### src/rtl/gb_waveram.sv
// gb_waveram: Channel 3 wave pattern RAM (16 bytes / 32 four-bit samples).
// Serves CPU reads and writes in the 0xFF3X window and feeds the wave channel
// through a registered sample buffer. While the channel is on, CPU accesses
// are redirected to the byte currently being played.
// Optional build macro: GB_WAVE_DMG_QUIRK_EN -- DMG-style access window where
// CPU access is only honoured for ACCESS_WINDOW cycles after a channel fetch.
module gb_waveram #(
    parameter int ACCESS_WINDOW = 2
) (
    input  logic       clk,
    input  logic       reset,
    input  logic [3:0] cpu_addr,
    input  logic       cpu_wr,
    input  logic       cpu_rd,
    input  logic [7:0] cpu_wdata,
    output logic [7:0] cpu_rdata,
    input  logic       ch_on,
    input  logic [3:0] ch_addr,
    output logic [7:0] ch_data
);

    logic [7:0]  mem [16];
    logic [3:0]  prev_addr;
    logic        prev_on;
    logic        fetch;
    logic [3:0]  eff_addr;
    logic        blocked;
    logic        wr_en;
    logic [15:0] byte_we;

`ifdef GB_WAVE_DMG_QUIRK_EN
    localparam int CW = (ACCESS_WINDOW < 1) ? 1 : $clog2(ACCESS_WINDOW + 1);
    logic [CW-1:0] win_cnt;

    // Access window: reloaded by every fetch, then counts down to zero.
    always_ff @(posedge clk or negedge reset) begin
        if (!reset) begin
            win_cnt <= '0;
        end else if (fetch) begin
            win_cnt <= CW'(ACCESS_WINDOW);
        end else if (win_cnt != '0) begin
            win_cnt <= win_cnt - 1'b1;
        end
    end
`endif

    // Fetch detection, CPU address redirection and access gating.
    always_comb begin
        fetch    = ch_on & ((ch_addr != prev_addr) | ~prev_on);
        eff_addr = ch_on ? ch_addr : cpu_addr;
`ifdef GB_WAVE_DMG_QUIRK_EN
        blocked  = ch_on & (win_cnt == '0);
`else
        blocked  = 1'b0;
`endif
        wr_en    = cpu_wr & ~blocked;
    end

    // One write-enable bit per byte of the pattern RAM.
    generate
        for (genvar gi = 0; gi < 16; gi++) begin : g_we
            assign byte_we[gi] = wr_en & (eff_addr == 4'(gi));
        end
    endgenerate

    // Pattern RAM storage; cleared entirely on reset.
    always_ff @(posedge clk or negedge reset) begin
        if (!reset) begin
            for (int i = 0; i < 16; i++) begin
                mem[i] <= 8'h00;
            end
        end else begin
            for (int i = 0; i < 16; i++) begin
                if (byte_we[i]) begin
                    mem[i] <= cpu_wdata;
                end
            end
        end
    end

    // Previous channel address / on state used to detect fetches.
    always_ff @(posedge clk or negedge reset) begin
        if (!reset) begin
            prev_addr <= 4'h0;
            prev_on   <= 1'b0;
        end else begin
            prev_addr <= ch_addr;
            prev_on   <= ch_on;
        end
    end

    // Sample buffer: tracks while the channel is off, loads only on fetch
    // while on. A same-cycle write lands in mem, the buffer gets the old byte.
    always_ff @(posedge clk or negedge reset) begin
        if (!reset) begin
            ch_data <= 8'h00;
        end else if (!ch_on || fetch) begin
            ch_data <= mem[ch_addr];
        end
    end

    // Registered CPU read data; holds between reads, returns pre-write value.
    always_ff @(posedge clk or negedge reset) begin
        if (!reset) begin
            cpu_rdata <= 8'h00;
        end else if (cpu_rd) begin
            cpu_rdata <= blocked ? 8'hFF : mem[eff_addr];
        end
    end

endmodule

### config.mk
export PLATFORM = sky130hd
export DESIGN_NAME = gb_waveram
export DESIGN_NICKNAME = d
export VERILOG_FILES = /design/src/rtl/gb_waveram.sv
export SDC_FILE = /design/constraint.sdc
export NUM_CORES = 1
export LEC_CHECK = 0
export BUFFER_PORTS_ARGS = -buffer_cell sky130_fd_sc_hd__buf_2
export CAP_MARGIN = 10
export CELL_PAD_IN_SITES_DETAIL_PLACEMENT = 0
export CELL_PAD_IN_SITES_GLOBAL_PLACEMENT = 1
export CORE_UTILIZATION = 40
export CTS_CLUSTER_SIZE = 12
export DETAILED_ROUTE_END_ITERATION = 8
export PLACE_DENSITY_LB_ADDON = 0.12
export SLEW_MARGIN = 40
export SYNTH_ARGS = -nofsm -noshare
export SYNTH_HDL_FRONTEND = slang
export SYNTH_SLANG_ARGS = --single-unit
### constraint.sdc
create_clock -name clk -period 2.24 [get_ports clk]
set_clock_uncertainty 0.1 [all_clocks]
set_input_delay 0.672 -clock clk [delete_from_list [all_inputs] [get_ports clk]]
set_output_delay 0.672 -clock clk [all_outputs]
set_load 0.02 [all_outputs]
---- Word-level counts from Yosys, hierarchy flattened ----
Index checks and enable logic that the tools add are counted.
operators by class
  reductions and logical operators ........ 3
  div/mod/pow operators ................... 0
  muxes and demuxes ....................... 7
  equal/unequal tests ..................... 16
  order comparisons ....................... 2
  add/sub/neg operators ................... 0
  shift operators ......................... 0
  $mul .................................... 0
  bitwise gates (word level) .............. 21
operators by type and width
  kind                  count
  $bmux W8 S4           2
  $eq A4 B4 Y1 const B  8
  $mux W8               4
  $and A1 B1 Y1         17
  $eq A4 B3 Y1 const B  4
  $ge A5 B5 Y1 const B  2
  $not A4 Y5            2
  $eq A4 B2 Y1 const B  2
  $eq A4 B1 Y1 const B  1
  $logic_not A4 Y1      1
  $mux W4               1
  $ne A4 B4 Y1          1
  $logic_not A1 Y1      1
  $logic_or A1 B1 Y1    1
  $not A1 Y1            1
  $or A1 B1 Y1          1
storage, ports and cells
  output and inout port bits .............. 16
  memories kept ........................... 0
  RAM bits ................................ 0
  logic and storage cells ................. 69
  bits in latches ......................... 0
  bits of input ports ..................... 21
  bits in read-only memories .............. 0
  register bits after elaboration ......... 149

---- Depth between registers and ports, before layout ----
Gate-level depths: netlist of the first run.
  depth after elaboration ................. 5
  gate-level depth with buffers ........... 8
  mapped depth without buffers ............ 5

---- Worst setup path after synthesis of the first run ----
OpenSTA, ideal clock, no wires.
  kind .................................... input to register
  from .................................... input ch_addr[2]
  to ...................................... register ch_data[6]
  buffers on the path ..................... 2
  arrival time ............................ 2,320 ps
  cell stages on the path ................. 5
  required time ........................... 2,015 ps
  slack ................................... -305 ps
  setup time .............................. 125 ps
  path through ............................ clkbuf_1 clkbuf_1 mux4_2 mux4_2 mux2_2
between the ends
  word-level cells in the longest chain between the ends .. 4
  elaborated cells on any way between the ends .. 8
  those cells by class .................... eq/ne: 1; mux: 3; bitwise: 3; reduce/logical: 1
ends and longest elaborated chain
  item                                                                        RTL line  source
  start, declared                                                             18        input logic [3:0] ch_addr,
  $not A4 Y5 (not written as such) / $ne A4 B4 Y1 (equally long branches)     98, 49
  $bmux W8 S4 / $or A1 B1 Y1 (equally long branches)                          98, 49
  $mux W8 (not written as such) / $and A1 B1 Y1 (equally long branches)       98, 49
  $mux W8 (not written as such) / $logic_or A1 B1 Y1 (equally long branches)  98, 97
  end signal, assigned                                                        98        ch_data <= mem[ch_addr];
  end, declared                                                               19        output logic [7:0] ch_data
Several ways; a longest one is shown, not always the timed one. The select of a mux whose other input is x is not followed.
A chain may end at the register's enable or synchronous reset.

---- Worst setup path after layout of the first run ----
  from .................................... input ch_on
  to ...................................... register mem[113] in the netlist's numbering
between the ends
  word-level cells in the longest chain between the ends .. 3
ends and longest elaborated chain
  item                           RTL line  source
  start, declared                17        input logic ch_on,
  $mux W4                        50        eff_addr = ch_on ? ch_addr : cpu_addr;
  $eq A4 B1 Y1                   62        assign byte_we[gi] = wr_en & (eff_addr == 4'(gi));
  $and A1 B1 Y1                  62
  end signal, assigned by index  75        mem[i] <= cpu_wdata;
  end, declared                  22        logic [7:0] mem [16];
No other way between the ends.

==> results.yml, run 1 <==
layout:
  final_design_area_no_fill_sq_um: 9445
  antenna_cells: 0
  mostFrequentLayoutCells: "sky130_fd_sc_hd__dfrtp_1 (149), sky130_fd_sc_hd__mux2_1 (123), sky130_fd_sc_hd__buf_4 (62)"
  flow.area_growth_from_synthesis_pct: 22.25
  layout_commonest_cell: "sky130_fd_sc_hd__dfrtp_1"
  drive_above_1_share_pct: 33.13
  finalNetCount: 674
critical_path:
  start_kind: "input port"
  crit_path_max_fanout: 9
  r2r-end: "ch_data[5]$_DFFE_PN0P_"
  crit_type: "input port to register"
  ff2ff_setup_slack_ns: 0.38
  critical_path_arrival_ns: 2.34
  reg2regPathDepth: 3
  critical_path.reg2reg.startpoint: "mem[77]$_DFFE_PN0P_"
  worst_setup_path_end_kind: "register"
  required_time_worst_endpoint_ns: 2.44
pwr:
  power_per_cell_area_nw_per_um2: 962.9
  irDropWorstVdd_mv: 0.5089
  static-leakage-power_nw: 3.987
global_routing:
  grt_antenna_before_repair: 0
  overflow_left_after_global_routing: 0
  grt_max_degree: 53
  grt_pass1_vias: 5978
  global_route.usage.total_pct: 27.22
  wire_length_of_the_first_global_routing_pass_mm: 38.81
timing:
  finalHoldViolations: 0
  setup_tns_ns: 0
  min_period_ns: 2.142
  max_freq_mhz: 466.8
  worst-slew-pin-transition_ns: 0.4542
  layout_worst_path_cycle_share_pct: 95.64
  slew-limit-headroom_pct: 69.72
  final-max-slew-violation-count: 0
  rsz_0062_raised_after_global_routing: "false"
  setup-violations-final: 0
clocking:
  cts-resized-gates: 0
  cts_setup_buffers: 0
  ctsRootBufferMaster: "sky130_fd_sc_hd__clkbuf_16"
  worst_setup_hold_path_clk_slew_ns: 0.06
  buffer_depth_of_the_longest_clock_path: 2
  cts_hold_buf: 0
  tritoncts_clock_tree: "done"
  cts_inserted_buffers: 17
  clock_sinks: 149
  cts-htree-levels: 4
  clock_latency_ns: 0.42
detailed_routing:
  detailedRoute.firstIterationViolations: 513
  average_wire_per_standard_cell_microns: 26.81
  drt_first_pass_iters: 4
  antenna_violating_nets_post_route: 0
  postRouteWirelength_mm: 24.78
  remaining_drc_errors: 0
  via_per_inst: 6.142
  via_count: 5675
logic_synthesis:
  ys_types: 40
  mappedNetlistArea_sq_um: 7726
  synth.ff_latch_count: 149
  synth_area_per_cell_sq_um: 13.60
  yosysSeqAreaShare_pct: 48.26
  ys_warn_count: 0
  number_of_nets_produced_by_synthesis: 589
  synthCells: 568
floorplan:
  placeableCoreArea_sq_um: 18830
  die_footprint_sq_um: 19880
  start_util_pct: 41.03
  io-pin-count: 37
  std_cell_rows: 50
  chipWidth_microns: 141.0
  die_height_microns: 141.0
placement:
  buffer_ports.inserted: 36
  dpl-instance-area_sq_um: 8827
  dp_hpwl_mm: 17.13
  routabilityCongestion: 0.8540
worst_hold_path:
  worstHoldPathType: "input port to async pin"
status:
  outcome: "finished, final reports clean"
run:
  max_cap_viol_count: 0
synthesized netlist by cell type, drive strengths merged:
library cell / number / area (sq um)
a21boi: 2 / 15.02
xnor2: 1 / 8.760
nor3b: 3 / 22.52
o21ai: 66 / 330.3
a22o: 18 / 157.7
nor2b: 2 / 12.51
nor2: 8 / 30.03
a32o: 4 / 40.04
xor2: 3 / 26.28
a31oi: 1 / 6.260
nand3b: 1 / 7.510
and3: 2 / 12.51
and3b: 3 / 26.28
mux4: 42 / 945.9
inv: 4 / 15.01
clkbuf: 27 / 101.4
nor3: 2 / 10.01
o41a: 1 / 11.26
a21oi: 8 / 40.04
mux2: 138 / 1554
a21o: 5 / 37.54
nand4: 8 / 50.05
mux2i: 1 / 10.01
nand3: 11 / 110.1
a41oi: 14 / 122.6
buf: 16 / 103.9
nand2: 7 / 36.28
dfrtp: 149 / 3729
a22oi: 14 / 105.1
a32oi: 2 / 17.52
or2: 5 / 31.28
logic make-up (layout without fill, tap and decap cells):
group,count (synthesis),in the layout,share of synthesized area [%]
mux,181,181,32.49
flops,149,149,48.26
compound gates,135,135,11.43
simple gates,52,52,4.518
buf+inv,47,143,2.850
xor+xnor,4,4,0.4535
where the power goes:
group	switching (W)	internal, W
logic	0.000847	0.00112
registers	0.000665	0.00345
clock network	0.00114	0.00188
total	0.00265	0.00645
stage by stage:
stage	worst slack (ns)	power, W	instances	util, %	hold slack, ns
2_1_floorplan	-0.1223	0.005280	568	-	0.2764
3_3_place_gp	-0.2926	0.006038	894	46.88	0.3985
3_5_place_dp	-0.3256	0.006105	894	46.88	0.3997
4_1_cts	0.1095	0.009156	924	50.16	0.02925
5_1_grt	0.03014	0.009527	924	50.16	0.03380
6_report	0.09770	0.009095	924	50.16	0.02292
state kept, by name, indices dropped and copies added (netlist names):
name and cells:
ch_data 8, cpu_rdata 8, prev_on 1, mem 128, prev_addr 4
worst max path at each step:
stage	start	to	depth (start not counted)
after detailed placement	ch_addr[0]	ch_data[1]$_DFFE_PN0P_	5
after global placement	ch_addr[0]	ch_data[0]$_DFFE_PN0P_	5
after CTS	ch_addr[0]	ch_data[1]$_DFFE_PN0P_	5
after global routing	ch_addr[0]	mem[65]$_DFFE_PN0P_	7
after floorplan	ch_addr[0]	ch_data[6]$_DFFE_PN0P_	5
final	ch_on	mem[113]$_DFFE_PN0P_	6
layout make-up:
class	count	area (sq um)
Tap cell	260	325.3
Fill cell	1648	9385
Timing Repair Buffer	109	872.1
Multi-Input combinational cell	372	3886
Inverter	4	15.01
Sequential cell	149	3729
Clock inverter	12	178.9
Clock buffer	18	439.2
worst max-delay path, cell delays in order:
cell	delay, ns
sky130_fd_sc_hd__buf_2	0.17
sky130_fd_sc_hd__buf_4	0.15
sky130_fd_sc_hd__nor2_1	0.20
sky130_fd_sc_hd__a32o_2	0.43
sky130_fd_sc_hd__nand3_4	0.30
sky130_fd_sc_hd__mux2_1	0.40
routing by layer:
metal / global-route usage, % / share of wire (%) / up-vias
met3: 6.488 / 7.2 / 42
li1: - / - / 2393
met1: 37.56 / 44 / 2970
met4: 9.096 / 2.0 / 0
met2: 42.29 / 47 / 270
met5: 0 / 0 / -
(Power assumes the default switching activity.)
==> run 2: changes to the inputs <==
Settings changed: CELL_PAD_IN_SITES_DETAIL_PLACEMENT 0 to unset, CELL_PAD_IN_SITES_GLOBAL_PLACEMENT 1 to unset, GPL_TIMING_DRIVEN set to 0.
==> run 2 against run 1 <==
  * Global-route usage shrank 1.3 points
  * Critical path depth is the same
  * Total power shrank 0.99%
  * Via count shrank 0.42%
  * Register-to-register slack lost 0.07 ns
  * Clock power shrank 3%
  * Sequential power shrank 1%
  * Utilization shrank 0.74 points
==> results.yml, run 2 (same netlist as run 1, synthesis figures left out) <==
clocking:
  cts-htree-levels: 4
  worst_setup_hold_path_clk_slew_ns: 0.06
  tritoncts_clock_tree: "done"
  cts_hold_buf: 0
  cts_inserted_buffers: 17
  buffer_depth_of_the_longest_clock_path: 2
  clock_sinks: 149
  ctsRootBufferMaster: "sky130_fd_sc_hd__clkbuf_16"
  clock_latency_ns: 0.43
status:
  outcome: "finished, final reports clean"
timing:
  min_period_ns: 2.236
  rsz_0062_raised_after_global_routing: "true"
  layout_worst_path_cycle_share_pct: 99.81
  setup-violations-final: 0
  whs_ns: 0.003481
  finalHoldViolations: 0
  final-max-slew-violation-count: 0
  slew-limit-headroom_pct: 46.77
  setup_tns_ns: 0
  worst-slew-pin-transition_ns: 0.7984
  max_freq_mhz: 447.3
layout:
  final_design_area_no_fill_sq_um: 9305
  flip_flop_count_of_the_largest_register_after_layout: 128
  layout_top_registers: "mem: 128 flops, ch_data: 8 flops, cpu_rdata: 8 flops"
  mostFrequentLayoutCells: "sky130_fd_sc_hd__dfrtp_1 (149), sky130_fd_sc_hd__mux2_1 (122), sky130_fd_sc_hd__o21ai_0 (53)"
  antenna_cells: 0
  drive_above_1_share_pct: 30.17
  flow.area_growth_from_synthesis_pct: 20.44
  finalNetCount: 651
  layout_commonest_cell: "sky130_fd_sc_hd__dfrtp_1"
  register_name_with_the_most_flops: "mem"
global_routing:
  grt_antenna_before_repair: 0
  wire_length_of_the_first_global_routing_pass_mm: 36.77
  grt_pass1_vias: 5736
  global_route.usage.total_pct: 25.92
  grt_max_degree: 72
  overflow_left_after_global_routing: 0
worst_hold_path:
  worstHoldPathType: "input port to async pin"
placement:
  routabilityCongestion: 0.8993
  dp_hpwl_mm: 17.18
  dpl-instance-area_sq_um: 8508
  buffer_ports.inserted: 36
critical_path:
  crit_type: "input port to register"
  start_kind: "input port"
  crit_path_max_incr_delay_ns: 0.55
  timing.critical_path.cells: "buf_6 > buf_12 > buf_12 > mux4_2 > mux4_2 > mux2_4"
  required_time_worst_endpoint_ns: 2.46
  worst_setup_path_end_kind: "register"
  bufs_and_invs_on_worst_path: 3
  critical_path_arrival_ns: 2.45
  critPathSlowestCell: "sky130_fd_sc_hd__mux4_2"
  crit_path_max_fanout: 10
  critical_path.top_delay_family: "multiplexers"
pwr:
  power_per_cell_area_nw_per_um2: 967.8
  irDropWorstVdd_mv: 0.5827
  static-leakage-power_nw: 3.882
detailed_routing:
  remaining_drc_errors: 0
  average_wire_per_standard_cell_microns: 27.18
  topRoutingLayerUsed: "met4"
  detailroute.wirelength.met2_mm: 11.62
  via_per_inst: 6.258
  detailedRoute.firstIterationViolations: 438
  drt_first_pass_iters: 5
  met1_length_mm: 10.33
  met3_wirelength_mm: 1.741
  antenna_violating_nets_post_route: 0
  postRouteWirelength_mm: 24.54
  via_count: 5651
floorplan:
  die_footprint_sq_um: 19880
  die_height_microns: 141.0
  chipWidth_microns: 141.0
  io-pin-count: 37
  start_util_pct: 41.03
  placeableCoreArea_sq_um: 18830
  std_cell_rows: 50
run:
  max_cap_viol_count: 0
## run 2: power breakdown
group          internal [W]  total (W)  switching, W
registers           0.00344    0.00405      0.000606
clock network       0.00176    0.00292       0.00116
logic               0.00111    0.00204      0.000927
total               0.00631    0.00901       0.00269
## run 2: per-layer routing
layer,vias to the layer above,track usage (%)
met5,-,0.2506
met4,0,12.47
met3,54,5.265
met2,292,41.21
met1,2951,34.01
li1,2354,-
## run 2: stage by stage
step / worst slack, ns / total power [W] / utilization [%] / std cells
2_1_floorplan: -0.1223 / 0.005280 / - / 568
3_3_place_gp: -1.728 / 0.005970 / 44.78 / 864
3_5_place_dp: -0.7174 / 0.006074 / 45.18 / 867
4_1_cts: 0.02038 / 0.009000 / 49.12 / 901
5_1_grt: -0.0001965 / 0.009375 / 49.42 / 903
6_report: 0.004203 / 0.009005 / 49.42 / 903
## run 2: final cells by class
class	count	area, sq um
Fill cell	1625	9525
Inverter	4	17.52
Timing Repair Buffer	46	335.3
Clock buffer	21	480.5
Multi-Input combinational cell	372	3949
Tap cell	260	325.3
Buffer	40	345.3
Sequential cell	149	3729
Clock inverter	11	123.9
## run 2: worst register-to-register path, cell delays in order (launching register included)
cell,delay [ns]
sky130_fd_sc_hd__dfrtp_1,0.40
sky130_fd_sc_hd__mux4_2,0.52
sky130_fd_sc_hd__mux4_2,0.52
sky130_fd_sc_hd__mux2_4,0.27
## run 2: worst paths after layout
kind                            slack (ns)                endpoint                   start  cells past startpoint
worst max-delay path                 0.004  ch_data[4]$_DFFE_PN0P_              ch_addr[0]                      6
worst min-delay path                 0.003     mem[17]$_DFFE_PN0P_                   reset                      1
worst max register to register        0.31  ch_data[7]$_DFFE_PN0P_    mem[111]$_DFFE_PN0P_                      3
worst min register to register        0.40  ch_data[6]$_DFFE_PN0P_  ch_data[6]$_DFFE_PN0P_                      1
max in group asynchronous             1.37     mem[36]$_DFFE_PN0P_                   reset                      2
min in group clk                      0.28  prev_addr[1]$_DFF_PN0_              ch_addr[1]                      1
## run 2: repair_timing
item | in CTS | in global routing
resized for setup | 33 | 6
endpoints found under the setup margin | 119 | 33
cloned | 0 | 1
setup buffers | 5 | 1
pin swaps | 4 | 1
==> run 3: changes to the inputs <==
--- a/config.mk
+++ b/config.mk
@@ -9,4 +9,5 @@
 export CAP_MARGIN = 10
 export CORE_UTILIZATION = 40
+export CTS_BUF_LIST = sky130_fd_sc_hd__clkbuf_8
 export CTS_CLUSTER_SIZE = 12
 export DETAILED_ROUTE_END_ITERATION = 8
@@ -17,2 +18,3 @@
 export SYNTH_HDL_FRONTEND = slang
 export SYNTH_SLANG_ARGS = --single-unit
+export TNS_END_PERCENT = 5
==> constraint.sdc (replaced) <==
create_clock -name clk -period 2.24 [get_ports clk]
set_clock_uncertainty 0.1 [all_clocks]
set_input_delay 0.112 -clock clk [delete_from_list [all_inputs] [get_ports clk]]
set_output_delay 0.112 -clock clk [all_outputs]
set_load 0.02 [all_outputs]
==> run 3 against run 2 <==
  * Flip-flop and latch count unchanged
  * Setup slack better by 0.092 ns
  * Die area unchanged
  * Critical path type unchanged
  * Largest power group unchanged
==> results.yml, run 3 (same netlist as run 1, synthesis figures left out) <==
status:
  outcome: "finished, final reports clean"
critical_path:
  critical_path_arrival_ns: 2.41
  reg2regPathDepth: 3
  crit_type: "input port to register"
  bufs_and_invs_on_worst_path: 3
  critPathSlowestCell: "sky130_fd_sc_hd__nor3b_1"
  r2r-end: "ch_data[7]$_DFFE_PN0P_"
  critical_path.top_delay_family: "buffers and inverters"
  critical_path.reg2reg.startpoint: "mem[111]$_DFFE_PN0P_"
  worst_setup_path_end_kind: "register"
  crit_path_max_fanout: 10
  crit_path_max_incr_delay_ns: 0.61
  timing.critical_path.cells: "buf_2 > clkbuf_1 > nor3b_1 > clkbuf_1 > o21ai_0 > a41oi_1 > a21oi_1 > a41oi_1"
  ff2ff_setup_slack_ns: 0.30
  required_time_worst_endpoint_ns: 2.51
  start_kind: "input port"
detailed_routing:
  average_wire_per_standard_cell_microns: 26.51
  postRouteWirelength_mm: 24.29
  remaining_drc_errors: 0
  drt_first_pass_iters: 7
  antenna_violating_nets_post_route: 0
  detailedRoute.firstIterationViolations: 407
  via_count: 5658
  via_per_inst: 6.177
run:
  max_cap_viol_count: 0
timing:
  setup-violations-final: 0
  postLayoutSetupSlackWorst_ns: 0.09579
  finalHoldViolations: 0
  whs_ns: 0.03991
  rsz_0062_raised_after_global_routing: "false"
  final-max-slew-violation-count: 0
  min_period_ns: 2.144
  max_freq_mhz: 466.4
  worst-slew-pin-transition_ns: 0.8595
  layout_worst_path_cycle_share_pct: 95.72
  slew-limit-headroom_pct: 42.70
pwr:
  irDropWorstVdd_mv: 0.4101
  p_sw_share_pct: 30.43
  net-switching-power_w: 0.002532
  cellInternalPower_w: 0.005788
  power_per_cell_area_nw_per_um2: 929.9
  clock_power_share_pct: 27.7
  comb_power_share_pct: 23.6
  static-leakage-power_nw: 3.710
  power.share.sequential_pct: 48.6
  post-layout-total-power_w: 0.008320
placement:
  dp_hpwl_mm: 17.02
  routabilityCongestion: 0.9024
  buffer_ports.inserted: 36
  worst_setup_slack_after_placement_ns: -0.6018
clocking:
  clock_latency_ns: 0.47
  buffer_depth_of_the_longest_clock_path: 2
  cts_inserted_buffers: 17
  worst_setup_hold_path_clk_slew_ns: 0.08
  clock_sinks: 149
  cts-htree-levels: 4
  ctsRootBufferMaster: "sky130_fd_sc_hd__clkbuf_8"
  tritoncts_clock_tree: "done"
layout:
  layout_top_registers: "mem: 128 flops, ch_data: 8 flops, cpu_rdata: 8 flops"
  layout.area.seq_sq_um: 3729
  flow.area_growth_from_synthesis_pct: 15.81
  drive_above_1_share_pct: 24.54
  register_name_with_the_most_flops: "mem"
  flip_flop_count_of_the_largest_register_after_layout: 128
  multiInputGateArea_sq_um: 3810
  antenna_cells: 0
  finalNetCount: 664
  mostFrequentLayoutCells: "sky130_fd_sc_hd__dfrtp_1 (149), sky130_fd_sc_hd__mux2_1 (123), sky130_fd_sc_hd__o21ai_0 (53)"
  final.fill_count: 1678
  layout_commonest_cell: "sky130_fd_sc_hd__dfrtp_1"
worst_hold_path:
  min_from: "cpu_wr"
  min_delay_worst_endpoint: "mem[97]$_DFFE_PN0P_"
  worstHoldPathType: "input port to register"
  whs_path_depth: 3
floorplan:
  placeableCoreArea_sq_um: 18830
  start_util_pct: 41.03
  chipWidth_microns: 141.0
  io-pin-count: 37
  die_height_microns: 141.0
  std_cell_rows: 50
  die_footprint_sq_um: 19880
global_routing:
  global_route.usage.total_pct: 26.23
  grt_max_degree: 64
  overflow_left_after_global_routing: 0
  grt_antenna_before_repair: 0
  grt_pass1_vias: 5821
  wire_length_of_the_first_global_routing_pass_mm: 37.29
run 3: cell count changes in the layout (fill, tap and decap cells not counted), sizes merged:
cell | before | now
clkbuf | 48 | 47
clkinv | 5 | 3
dlygate4sd3 | 0 | 17
clkinvlp | 3 | 1
buf | 58 | 55
bufinv | 2 | 4
inv | 5 | 8
clkdlybuf4s15 | 1 | 0
run 3: power by group through the flow:
stage,combinational [W],sequential (W),clock (W)
final,0.00197,0.00405,0.00231
after floorplan,0.00129,0.00395,0
after CTS,0.00197,0.00403,0.00235
after global routing,0.00211,0.00414,0.00245
after detailed placement,0.00194,0.00408,0
after global placement,0.00188,0.00404,0
run 3: repair_timing:
action                                  in CTS  in global routing
buffers inserted                             1                  0
endpoints found under the setup margin       8                 20
hold buffers                                17                  0
resized for setup                            1                  4
pin swaps                                    1                  0
hold endpoints to repair                   207                  0
run 3: cell type report:
class	instances	area share, %
Tap cell	260	3.636
Buffer	43	2.335
Multi-Input combinational cell	372	42.58
Inverter	4	0.1678
Timing Repair Buffer	56	4.727
Clock buffer	20	3.076
Sequential cell	149	41.67
Clock inverter	12	1.804
run 3: worst max-delay path by stage:
| stage | startpoint | endpoint | slack, ns | cells after the start |
|---|---|---|---|---|
| after floorplan | ch_addr[2] | ch_data[6]$_DFFE_PN0P_ | 0.25 | 5 |
| after global placement | reset | mem[68]$_DFFE_PN0P_ | -1.20 | 1 |
| after detailed placement | ch_addr[2] | ch_data[3]$_DFFE_PN0P_ | -0.60 | 7 |
| after CTS | ch_addr[1] | mem[98]$_DFFE_PN0P_ | 0.06 | 8 |
| after global routing | ch_addr[1] | cpu_rdata[4]$_DFFE_PN0P_ | 0.002 | 8 |
| final | ch_addr[1] | cpu_rdata[4]$_DFFE_PN0P_ | 0.1 | 8 |
run 3: worst reg2reg max path, cell delays in order, from the launching register on:
cell	delay, ns
sky130_fd_sc_hd__dfrtp_1	0.41
sky130_fd_sc_hd__mux4_2	0.54
sky130_fd_sc_hd__mux4_2	0.52
sky130_fd_sc_hd__mux2_2	0.27
run 3: per-layer routing:
metal | up-vias | part of all wire (%) | track usage [%]
li1 | 2369 | - | -
met4 | 0 | 3.5 | 11.96
met5 | - | 0 | 0
met3 | 57 | 6.2 | 5.027
met1 | 2964 | 43 | 35.18
met2 | 268 | 47 | 41.40
run 3: through the flow:
stage | instances | instance area [sq um] | utilization, % | setup TNS, ns
2_1_floorplan | 568 | 7726 | - | 0
3_5_place_dp | 866 | 8305 | 44.11 | -39.46
3_3_place_gp | 864 | 8232 | 43.71 | -222.28
4_1_cts | 916 | 8921 | 47.38 | 0
6_report | 916 | 8947 | 47.52 | 0
5_1_grt | 916 | 8947 | 47.52 | 0
